### config.mk
export PLATFORM = sky130hd
export DESIGN_NAME = mdu_issue_ctrl
export DESIGN_NICKNAME = d
export VERILOG_FILES = /design/src/rtl/mdu_issue_ctrl.sv
export SDC_FILE = /design/constraint.sdc
export NUM_CORES = 1
export LEC_CHECK = 0
export ABC_CLOCK_PERIOD_IN_PS = 6200
export CAP_MARGIN = 20
export CORE_AREA = 2 2 155 195
export DETAILED_ROUTE_END_ITERATION = 12
export DIE_AREA = 0 0 157 197
export HOLD_SLACK_MARGIN = 0.06
export PLACE_DENSITY = 0.44
export SLEW_MARGIN = 20
export SYNTH_ARGS = -nofsm -noshare
export SYNTH_HDL_FRONTEND = slang
export SYNTH_SLANG_ARGS = --single-unit
### constraint.sdc
create_clock -name clk_i -period 6.2 [get_ports clk_i]
set_input_delay 1.86 -clock clk_i [delete_from_list [all_inputs] [get_ports clk_i]]
set_output_delay 1.86 -clock clk_i [all_outputs]
set_load 0.01 [all_outputs]
### src/rtl/mdu_issue_ctrl.sv
// Issue/sequencing controller for the M-extension multiply/divide unit.
// Optional single-entry result cache: define MDU_RESULT_CACHE_EN.
module mdu_issue_ctrl #(
    parameter int TIMEOUT_CYCLES = 64
) (
    input  logic        clk_i,
    input  logic        rst_i,
    input  logic        req_valid_i,
    output logic        req_ready_o,
    input  logic [2:0]  req_op_i,
    input  logic [31:0] req_a_i,
    input  logic [31:0] req_b_i,
    input  logic        flush_i,
    output logic        mdu_start_o,
    output logic [2:0]  mdu_op_o,
    output logic [31:0] mdu_a_o,
    output logic [31:0] mdu_b_o,
    input  logic        mdu_done_i,
    input  logic [31:0] mdu_result_i,
    output logic        resp_valid_o,
    input  logic        resp_ready_i,
    output logic [31:0] resp_data_o,
    output logic        resp_err_o,
    output logic        busy_o
);

    typedef enum logic [1:0] {
        IDLE  = 2'd0,
        BUSY  = 2'd1,
        DRAIN = 2'd2,
        RESP  = 2'd3
    } state_t;

    localparam logic [2:0] OP_DIV  = 3'b100;
    localparam logic [2:0] OP_DIVU = 3'b101;
    localparam logic [2:0] OP_REM  = 3'b110;
    localparam logic [2:0] OP_REMU = 3'b111;

    state_t      state_q, state_d;
    logic [31:0] cnt_q, cnt_d;
    logic [2:0]  op_q, op_d;
    logic [31:0] a_q, a_d;
    logic [31:0] b_q, b_d;
    logic [31:0] res_q, res_d;
    logic        err_q, err_d;

    logic        accept;
    logic        wd_hit;
    logic        b_zero;
    logic        ovf;
    logic        fast;
    logic [31:0] fast_res;
    logic        c_hit;
    logic [31:0] c_res;
    logic        c_wr;
    logic        c_inv;

    assign accept = req_valid_i && req_ready_o && !flush_i;
    assign wd_hit = (TIMEOUT_CYCLES != 0) &&
                    ((cnt_q + 32'd1) >= 32'(TIMEOUT_CYCLES));
    assign b_zero = (req_b_i == 32'd0);
    assign ovf    = (req_a_i == 32'h8000_0000) &&
                    (req_b_i == 32'hFFFF_FFFF);

    always_comb begin
        fast     = 1'b0;
        fast_res = 32'd0;
        unique case (req_op_i)
            OP_DIV: begin
                fast     = b_zero || ovf;
                fast_res = b_zero ? 32'hFFFF_FFFF : 32'h8000_0000;
            end
            OP_DIVU: begin
                fast     = b_zero;
                fast_res = 32'hFFFF_FFFF;
            end
            OP_REM: begin
                fast     = b_zero || ovf;
                fast_res = b_zero ? req_a_i : 32'd0;
            end
            OP_REMU: begin
                fast     = b_zero;
                fast_res = req_a_i;
            end
            default: begin
                fast     = 1'b0;
                fast_res = 32'd0;
            end
        endcase
    end

`ifdef MDU_RESULT_CACHE_EN
    logic        c_vld_q;
    logic [2:0]  c_op_q;
    logic [31:0] c_a_q;
    logic [31:0] c_b_q;
    logic [31:0] c_res_q;

    assign c_hit = c_vld_q && (c_op_q == req_op_i) &&
                   (c_a_q == req_a_i) && (c_b_q == req_b_i);
    assign c_res = c_res_q;

    always_ff @(posedge clk_i or posedge rst_i) begin
        if (rst_i) begin
            c_vld_q <= 1'b0;
            c_op_q  <= 3'd0;
            c_a_q   <= 32'd0;
            c_b_q   <= 32'd0;
            c_res_q <= 32'd0;
        end else if (c_inv) begin
            c_vld_q <= 1'b0;
        end else if (c_wr) begin
            c_vld_q <= 1'b1;
            c_op_q  <= op_q;
            c_a_q   <= a_q;
            c_b_q   <= b_q;
            c_res_q <= mdu_result_i;
        end
    end
`else
    assign c_hit = 1'b0;
    assign c_res = 32'd0;
`endif

    always_comb begin
        state_d = state_q;
        cnt_d   = cnt_q;
        op_d    = op_q;
        a_d     = a_q;
        b_d     = b_q;
        res_d   = res_q;
        err_d   = err_q;
        c_wr    = 1'b0;
        c_inv   = flush_i;
        unique case (state_q)
            IDLE: begin
                if (accept) begin
                    op_d  = req_op_i;
                    a_d   = req_a_i;
                    b_d   = req_b_i;
                    cnt_d = 32'd0;
                    err_d = 1'b0;
                    if (fast) begin
                        res_d   = fast_res;
                        state_d = RESP;
                    end else if (c_hit) begin
                        res_d   = c_res;
                        state_d = RESP;
                    end else begin
                        state_d = BUSY;
                    end
                end
            end
            BUSY: begin
                cnt_d = cnt_q + 32'd1;
                if (mdu_done_i && flush_i) begin
                    cnt_d   = 32'd0;
                    state_d = IDLE;
                end else if (mdu_done_i) begin
                    res_d   = mdu_result_i;
                    err_d   = 1'b0;
                    cnt_d   = 32'd0;
                    c_wr    = 1'b1;
                    state_d = RESP;
                end else if (flush_i) begin
                    state_d = DRAIN;
                end else if (wd_hit) begin
                    res_d   = 32'd0;
                    err_d   = 1'b1;
                    cnt_d   = 32'd0;
                    c_inv   = 1'b1;
                    state_d = RESP;
                end
            end
            DRAIN: begin
                cnt_d = cnt_q + 32'd1;
                if (mdu_done_i) begin
                    cnt_d   = 32'd0;
                    state_d = IDLE;
                end else if (wd_hit) begin
                    cnt_d   = 32'd0;
                    c_inv   = 1'b1;
                    state_d = IDLE;
                end
            end
            RESP: begin
                if (flush_i || resp_ready_i) begin
                    state_d = IDLE;
                end
            end
            default: state_d = IDLE;
        endcase
    end

    always_ff @(posedge clk_i or posedge rst_i) begin
        if (rst_i) begin
            state_q <= IDLE;
            cnt_q   <= 32'd0;
            op_q    <= 3'd0;
            a_q     <= 32'd0;
            b_q     <= 32'd0;
            res_q   <= 32'd0;
            err_q   <= 1'b0;
        end else begin
            state_q <= state_d;
            cnt_q   <= cnt_d;
            op_q    <= op_d;
            a_q     <= a_d;
            b_q     <= b_d;
            res_q   <= res_d;
            err_q   <= err_d;
        end
    end

    // Start is level-held for the whole BUSY/DRAIN residency.
    assign req_ready_o  = (state_q == IDLE) && !rst_i;
    assign mdu_start_o  = (state_q == BUSY) || (state_q == DRAIN);
    assign mdu_op_o     = op_q;
    assign mdu_a_o      = a_q;
    assign mdu_b_o      = b_q;
    assign resp_valid_o = (state_q == RESP);
    assign resp_data_o  = res_q;
    assign resp_err_o   = err_q;
    assign busy_o       = (state_q != IDLE);

endmodule

==> impl_metrics.sql, run 1 <==
INSERT INTO impl_metrics (metric_group, metric, value, unit) VALUES
('run_status', 'outcome', 'finished clean', ''),
('placed_design', 'dp.final_hpwl', '18700', 'microns'),
('yosys', 'main_area_contributors_after_synthesis', 'sky130_fd_sc_hd__dfrtp_1, sky130_fd_sc_hd__nand2_1, sky130_fd_sc_hd__mux2_2', ''),
('floorplanning', 'design.core.area', '29000', 'sq um'),
('yosys', 'yosys_register_bits', '134', ''),
('detailed_routing', 'drt_drc_violations_left', '0', ''),
('global_routing', 'grt_max_degree', '90', ''),
('yosys', 'syn_nets', '950', ''),
('critical_path', 'crit_path_max_fanout', '3', ''),
('detailed_routing', 'route.antenna.remaining_nets', '0', ''),
('sta', 'fin_ws', '1220', 'ps'),
('yosys', 'synth_flop_cell', 'sky130_fd_sc_hd__dfrtp_1', ''),
('placed_design', 'place_worst_setup_slack', '1110', 'ps'),
('critical_path', 'cpLargestDelayFamily', 'buffers and inverters', ''),
('clock_network', 'cts.repair.resized', '0', ''),
('yosys', 'synth_enable_flop_cells', '0', ''),
('cells_and_area', 'synthToLayoutAreaGrowth', '41.5', '%'),
('floorplanning', 'placement_rows', '70', ''),
('job', 'drv_cap', '0', ''),
('clock_network', 'cts_hold_buf', '0', ''),
('critical_path', 'cpMaxStageDelayCell', 'sky130_fd_sc_hd__clkdlybuf4s50_1', ''),
('cells_and_area', 'nets', '1129', ''),
('critical_path', 'critPathLaunchType', 'input pin', ''),
('yosys', 'yosys.area.top_type', 'sky130_fd_sc_hd__dfrtp_1', ''),
('cells_and_area', 'drive_gt1_frac', '0.0882', ''),
('global_routing', 'global_route_wire_length_before_repair', '39200', 'microns'),
('yosys', 'yosys_warnings', '0', ''),
('yosys', 'synthDominantCellAreaShare', '0.465', ''),
('floorplanning', 'initial_core_util', '0.249', ''),
('detailed_routing', 'num_vias', '6540', ''),
('clock_network', 'cts_buf_count', '17', ''),
('clock_network', 'cts_setup_buffers', '0', ''),
('floorplanning', 'ports_placed_on_the_boundary', '209', ''),
('critical_path', 'required_worst_endpoint', '4340', 'ps'),
('worst_hold_path', 'hold_path.class', 'reg2reg', ''),
('sta', 'fin_crit_sh', '0.803', ''),
('detailed_routing', 'drtIter0Drc', '316', ''),
('clock_network', 'cts-htree-levels', '4', ''),
('yosys', 'syn_inst', '840', ''),
('clock_network', 'clock_sink_count', '134', ''),
('pwr', 'p_leak', '4.36', 'nW'),
('critical_path', 'setup.worst_path.end_class', 'output pin', ''),
('sta', 'finalClockSkew', '12.1', 'ps'),
('clock_network', 'clk_pin_slew', '60', 'ps'),
('sta', 'period_needed', '4980', 'ps'),
('placed_design', 'routabilityCongestion', '0.803', ''),
('detailed_routing', 'post_drt_via_cell_ratio', '4.58', ''),
('sta', 'final-max-slew-violation-count', '0', ''),
('critical_path', 'cp_slowest_stage_delay', '570', 'ps'),
('pwr', 'ir_drop', '0.145', 'mV'),
('yosys', 'syn-cell-area', '7220', 'sq um'),
('floorplanning', 'die_width', '157', 'microns'),
('critical_path', 'timing_worst_setup_path_type', 'in2out', ''),
('sta', 'setup_violations', '0', ''),
('cells_and_area', 'layout.filler_cells', '2981', ''),
('sta', 'setup_total_negative_slack', '0', 'ps'),
('global_routing', 'grt_remaining_overflow', '0', ''),
('yosys', 'asyncSetResetFlopFracSynth', '1.00', ''),
('yosys', 'synth_cell_types', '55', ''),
('critical_path', 'worst_path_most_repeated_cell', 'sky130_fd_sc_hd__clkdlybuf4s50_1', ''),
('detailed_routing', 'wirelength', '25800', 'microns'),
('sta', 'relSlewSlack', '0.425', ''),
('critical_path', 'worst-path-buf-inv', '2', ''),
('pwr', 'cellPowerDensity', '400', 'nW/um^2'),
('floorplanning', 'dieArea', '30900', 'sq um'),
('global_routing', 'antenna_found_initial', '0', ''),
('critical_path', 'setup.reg_to_reg.worst_slack', '2440', 'ps'),
('detailed_routing', 'firstDrtPassIters', '5', ''),
('sta', 'fmaxAchievable', '201', 'MHz'),
('critical_path', 'timing.critical_path.cells', 'clkdlybuf4s50_1 > nor2_1 > clkdlybuf4s50_1', ''),
('cells_and_area', 'ant_cells', '0', '');
-- tightest hold or removal path: stages, from the launching register on --
cell and delay (ps):
sky130_fd_sc_hd__dfrtp_1 340, sky130_fd_sc_hd__nand2_1 50, sky130_fd_sc_hd__nand2_1 50
-- sequential cells by signal, summed over array words and instances (netlist names) --
register,cells
mdu_a_o,32
mdu_b_o,32
state_q,2
cnt_q,32
mdu_op_o,3
resp_err_o,1
resp_data_o,32
-- area by class of cell --
type / instances / area (sq um) / area share
Tap cell: 396 / 495 / 0.0485
Multi-Input combinational cell: 638 / 3580 / 0.351
Timing Repair Buffer: 218 / 2160 / 0.211
Sequential cell: 134 / 3350 / 0.328
Inverter: 10 / 42.5 / 0.00417
Clock inverter: 9 / 126 / 0.0124
Clock buffer: 23 / 458 / 0.0448
-- kinds of logic after synthesis --
| group | Yosys count | synth area share |
|---|---|---|
| AND/OR/NAND/NOR | 445 | 0.290 |
| buffers and inverters | 68 | 0.0425 |
| adder cells (fa/ha/maj) | 5 | 0.00867 |
| AO/OA/AOI/OAI | 136 | 0.118 |
| flip-flops | 134 | 0.465 |
| multiplexers | 38 | 0.0584 |
| XOR/XNOR | 14 | 0.0170 |
-- routing by layer --
metal,vias up,wire length [microns],track usage
met5,-,0,0
met2,183,12600,0.280
met4,0,380,0.0442
li1,3245,-,-
met3,20,1240,0.0350
met1,3092,11600,0.217
-- cells in the mapped netlist, drive strengths merged, types with 4 or more instances --
library cell  instances
a211oi                6
a21o                  5
a21oi                34
and2                  9
and3                 15
and4                  8
buf                  23
clkbuf               35
dfrtp               134
ha                    5
inv                  10
mux2                 33
mux2i                 5
nand2               251
nand3                34
nand4                18
nor2                 25
nor2b                33
nor3                 14
nor4                 20
o211ai                5
o21a                  7
o21ai                56
o41ai                 4
or3                   5
xnor2                 9
xor2                  5
-- placed cells by master, fill, tap and decap left out, types with 3 or more instances in the layout --
cell	n
sky130_fd_sc_hd__nor2b_1	33
sky130_fd_sc_hd__or3_1	5
sky130_fd_sc_hd__xor2_1	5
sky130_fd_sc_hd__and4_1	8
sky130_fd_sc_hd__o21a_1	7
sky130_fd_sc_hd__o41ai_1	4
sky130_fd_sc_hd__dfrtp_1	134
sky130_fd_sc_hd__o21ai_0	56
sky130_fd_sc_hd__bufinv_16	3
sky130_fd_sc_hd__buf_4	10
sky130_fd_sc_hd__nand2_1	251
sky130_fd_sc_hd__and2_1	8
sky130_fd_sc_hd__mux2_2	33
sky130_fd_sc_hd__clkinv_2	4
sky130_fd_sc_hd__ha_1	5
sky130_fd_sc_hd__a31oi_1	3
sky130_fd_sc_hd__nor2_1	25
sky130_fd_sc_hd__or2_2	3
sky130_fd_sc_hd__clkbuf_1	5
sky130_fd_sc_hd__nand4_1	18
sky130_fd_sc_hd__mux2i_1	5
sky130_fd_sc_hd__inv_1	9
sky130_fd_sc_hd__xnor2_1	9
sky130_fd_sc_hd__nand3_1	33
sky130_fd_sc_hd__clkbuf_16	17
sky130_fd_sc_hd__and3_1	14
sky130_fd_sc_hd__nor4_1	19
sky130_fd_sc_hd__nor3_1	13
sky130_fd_sc_hd__a21o_1	5
sky130_fd_sc_hd__clkdlybuf4s50_1	208
sky130_fd_sc_hd__a211oi_2	5
sky130_fd_sc_hd__o211ai_1	5
sky130_fd_sc_hd__nor4b_1	3
sky130_fd_sc_hd__a21oi_1	33
-- power breakdown --
| part | switching, mW | leakage, nW | internal, mW |
|---|---|---|---|
| registers | 0.156 | 1.74 | 1.17 |
| logic | 0.880 | 2.34 | 0.848 |
| clock network | 0.393 | 0.285 | 0.641 |
-- final timing paths --
check                             from         endpoint  cells past startpoint
setup / recovery                 rst_i      req_ready_o                      3
hold / removal             mdu_a_o[11]      mdu_a_o[11]                      2
setup reg to reg              cnt_q[0]  resp_data_o[11]                     10
hold reg to reg            mdu_a_o[11]      mdu_a_o[11]                      2
max in group asynchronous        rst_i         cnt_q[9]                      3
min in group asynchronous        rst_i       mdu_a_o[8]                      2
-- metrics by stage --
stage | utilization | instance area, sq um | hold WS, ps | instances | power [mW]
after floorplan | - | 7220 | 506 | 840 | 2.16
after global placement | 0.332 | 9630 | 456 | 1396 | 3.08
after detailed placement | 0.332 | 9630 | 461 | 1396 | 3.10
after CTS | 0.352 | 10200 | 476 | 1428 | 4.16
after global routing | 0.352 | 10200 | 489 | 1428 | 4.35
final | 0.352 | 10200 | 470 | 1428 | 4.09
(Power assumes the default switching activity.)
==> run 2, diff against run 1 <==
- ABC_CLOCK_PERIOD_IN_PS: 6200 -> 4600
- clock period: 6.2 -> 4.6 ns (I/O delays scaled with it)
==> run 2 against run 1 <==
Die area is the same. Critical path type unchanged. Clock skew barely moved. Final cell count is 0.42% higher. Clock power grew 21%. Flip-flop and latch count unchanged. Non-clock buffer count increased by 7.
==> impl_metrics.sql, run 2 (synthesis gave the netlist of run 1 again) <==
INSERT INTO impl_metrics (metric_group, metric, value, unit) VALUES
('placed_design', 'port-buffer-count', '208', ''),
('critical_path', 'cpLargestDelayFamily', 'buffers and inverters', ''),
('clock_network', 'clock_latency', '430', 'ps'),
('detailed_routing', 'wirelength', '26100', 'microns'),
('clock_network', 'clk_pin_slew', '60', 'ps'),
('sta', 'fin_crit_sh', '0.888', ''),
('detailed_routing', 'post_drt_via_cell_ratio', '4.62', ''),
('floorplanning', 'placement_rows', '70', ''),
('floorplanning', 'dieArea', '30900', 'sq um'),
('cells_and_area', 'multi_input_area', '3580', 'sq um'),
('placed_design', 'dp.final_hpwl', '19100', 'microns'),
('worst_hold_path', 'hold_path.class', 'reg2reg', ''),
('job', 'drv_cap', '0', ''),
('global_routing', 'grt_use_total', '0.168', ''),
('pwr', 'cellPowerDensity', '527', 'nW/um^2'),
('sta', 'finalClockSkew', '11.9', 'ps'),
('critical_path', 'timing.critical_path.cells', 'clkdlybuf4s50_1 > nor2_1 > clkdlybuf4s50_1', ''),
('sta', 'rsz0062_at_grt', 'false', ''),
('cells_and_area', 'sequential_cell_area', '3350', 'sq um'),
('placed_design', 'routabilityCongestion', '0.828', ''),
('run_status', 'outcome', 'finished clean', ''),
('clock_network', 'cts_setup_buffers', '0', ''),
('cells_and_area', 'layoutNonFillerInstCount', '1434', ''),
('floorplanning', 'ports_placed_on_the_boundary', '209', ''),
('global_routing', 'global_route_wire_length_before_repair', '39400', 'microns'),
('detailed_routing', 'firstDrtPassIters', '4', ''),
('detailed_routing', 'drtIter0Drc', '313', ''),
('clock_network', 'clock_sink_count', '134', ''),
('critical_path', 'cp_slowest_stage_delay', '640', 'ps'),
('global_routing', 'grt_remaining_overflow', '0', ''),
('sta', 'setup_total_negative_slack', '0', 'ps'),
('floorplanning', 'die_height', '197', 'microns'),
('critical_path', 'critical_path_at', '2710', 'ps'),
('cells_and_area', 'synthToLayoutAreaGrowth', '42.0', '%'),
('clock_network', 'tritoncts', 'done', ''),
('global_routing', 'grt_max_degree', '67', ''),
('placed_design', 'place_worst_setup_slack', '96.5', 'ps'),
('critical_path', 'required_worst_endpoint', '3220', 'ps'),
('sta', 'finalHoldViolations', '0', ''),
('critical_path', 'critPathLaunchType', 'input pin', ''),
('sta', 'finalHoldWorstSlack', '468', 'ps'),
('sta', 'relSlewSlack', '0.410', ''),
('sta', 'worst_pin_slew', '884', 'ps'),
('critical_path', 'worst-path-buf-inv', '2', ''),
('cells_and_area', 'drive_gt1_frac', '0.0963', ''),
('floorplanning', 'design.core.area', '29000', 'sq um'),
('sta', 'period_needed', '4090', 'ps'),
('sta', 'setup_violations', '0', ''),
('critical_path', 'setup.reg_to_reg.worst_slack', '810', 'ps'),
('floorplanning', 'initial_core_util', '0.249', ''),
('global_routing', 'antenna_found_initial', '0', ''),
('critical_path', 'crit_path_max_fanout', '3', ''),
('pwr', 'ir_drop', '0.239', 'mV'),
('critical_path', 'timing_worst_setup_path_type', 'in2out', ''),
('cells_and_area', 'layout.filler_cells', '2955', ''),
('floorplanning', 'die_width', '157', 'microns'),
('critical_path', 'cpMaxStageDelayCell', 'sky130_fd_sc_hd__clkdlybuf4s50_1', ''),
('clock_network', 'cts_buffer_depth', '2', ''),
('detailed_routing', 'drt_drc_violations_left', '0', ''),
('sta', 'final-max-slew-violation-count', '0', ''),
('critical_path', 'setup.worst_path.end_class', 'output pin', ''),
('cells_and_area', 'ant_cells', '0', ''),
('pwr', 'p_leak', '4.39', 'nW'),
('clock_network', 'cts_buf_count', '17', ''),
('critical_path', 'worst_path_most_repeated_cell', 'sky130_fd_sc_hd__clkdlybuf4s50_1', ''),
('clock_network', 'cts.repair.resized', '0', ''),
('clock_network', 'root_buffer', 'sky130_fd_sc_hd__clkbuf_16', ''),
('cells_and_area', 'nets', '1136', ''),
('clock_network', 'cts-htree-levels', '4', ''),
('sta', 'fmaxAchievable', '245', 'MHz'),
('cells_and_area', 'most_frequent_cells_in_the_layout', 'sky130_fd_sc_hd__nand2_1, sky130_fd_sc_hd__clkdlybuf4s50_1, sky130_fd_sc_hd__dfrtp_1', ''),
('detailed_routing', 'routedWlPerCell', '18.2', 'microns'),
('detailed_routing', 'route.antenna.remaining_nets', '0', ''),
('sta', 'fin_ws', '515', 'ps'),
('clock_network', 'cts_hold_buf', '0', ''),
('global_routing', 'grt_pass1_vias', '6515', ''),
('cells_and_area', 'layout.cells.most_common', 'sky130_fd_sc_hd__nand2_1', ''),
('detailed_routing', 'num_vias', '6625', ''),
('placed_design', 'placed_cells_incl_taps', '1403', '');
-- run 2: through the flow --
| step | total power, mW | area, sq um | utilization |
|---|---|---|---|
| global route | 5.75 | 10200 | 0.353 |
| detailed placement | 4.20 | 9720 | 0.335 |
| global placement | 4.18 | 9720 | 0.335 |
| finish | 5.40 | 10200 | 0.353 |
| CTS | 5.49 | 10200 | 0.353 |
| floorplan | 2.91 | 7220 | - |
-- run 2: where the power goes --
part           total [mW]  switching (mW)  internal [mW]
Clock                1.25           0.531          0.723
Sequential           1.79           0.211           1.58
Combinational        2.36            1.19           1.17
-- run 2: final cells by class --
| type | instances | area share |
|---|---|---|
| Multi-Input combinational cell | 638 | 0.349 |
| Sequential cell | 134 | 0.327 |
| Timing Repair Buffer | 225 | 0.219 |
| Tap cell | 396 | 0.0484 |
| Clock buffer | 22 | 0.0463 |
| Clock inverter | 9 | 0.00525 |
| Inverter | 10 | 0.00403 |
-- run 2: metal layers --
metal  share of wire  track usage  wire (microns)
met5               0            0               0
met4           0.015       0.0459             386
met2            0.49        0.290           12800
met1            0.44        0.209           11500
met3           0.055       0.0385            1430
-- run 2: path summary, 6_finish.rpt --
check,endpoint,cells past startpoint,start
setup / recovery,req_ready_o,3,rst_i
hold / removal,mdu_b_o[11],2,mdu_b_o[11]
setup reg to reg,cnt_q[25],9,cnt_q[0]
hold reg to reg,mdu_b_o[11],2,mdu_b_o[11]
max in group asynchronous,mdu_b_o[10],3,rst_i
min in group asynchronous,mdu_a_o[13],2,rst_i
-- run 2: worst register-to-register path, delay by kind of cell, from the launching register on --
kind / cells / cell delay (ps)
and+or+nand+nor: 6 / 1800
adders and majority gates: 1 / 250
AOI/OAI and AO/OA: 2 / 1140
DFF: 1 / 510
==> run 3, diff against run 2 <==
- TNS_END_PERCENT: unset -> 20
==> results of run 3 <==
Final layout, timing and power as in run 2 (identical DEF).
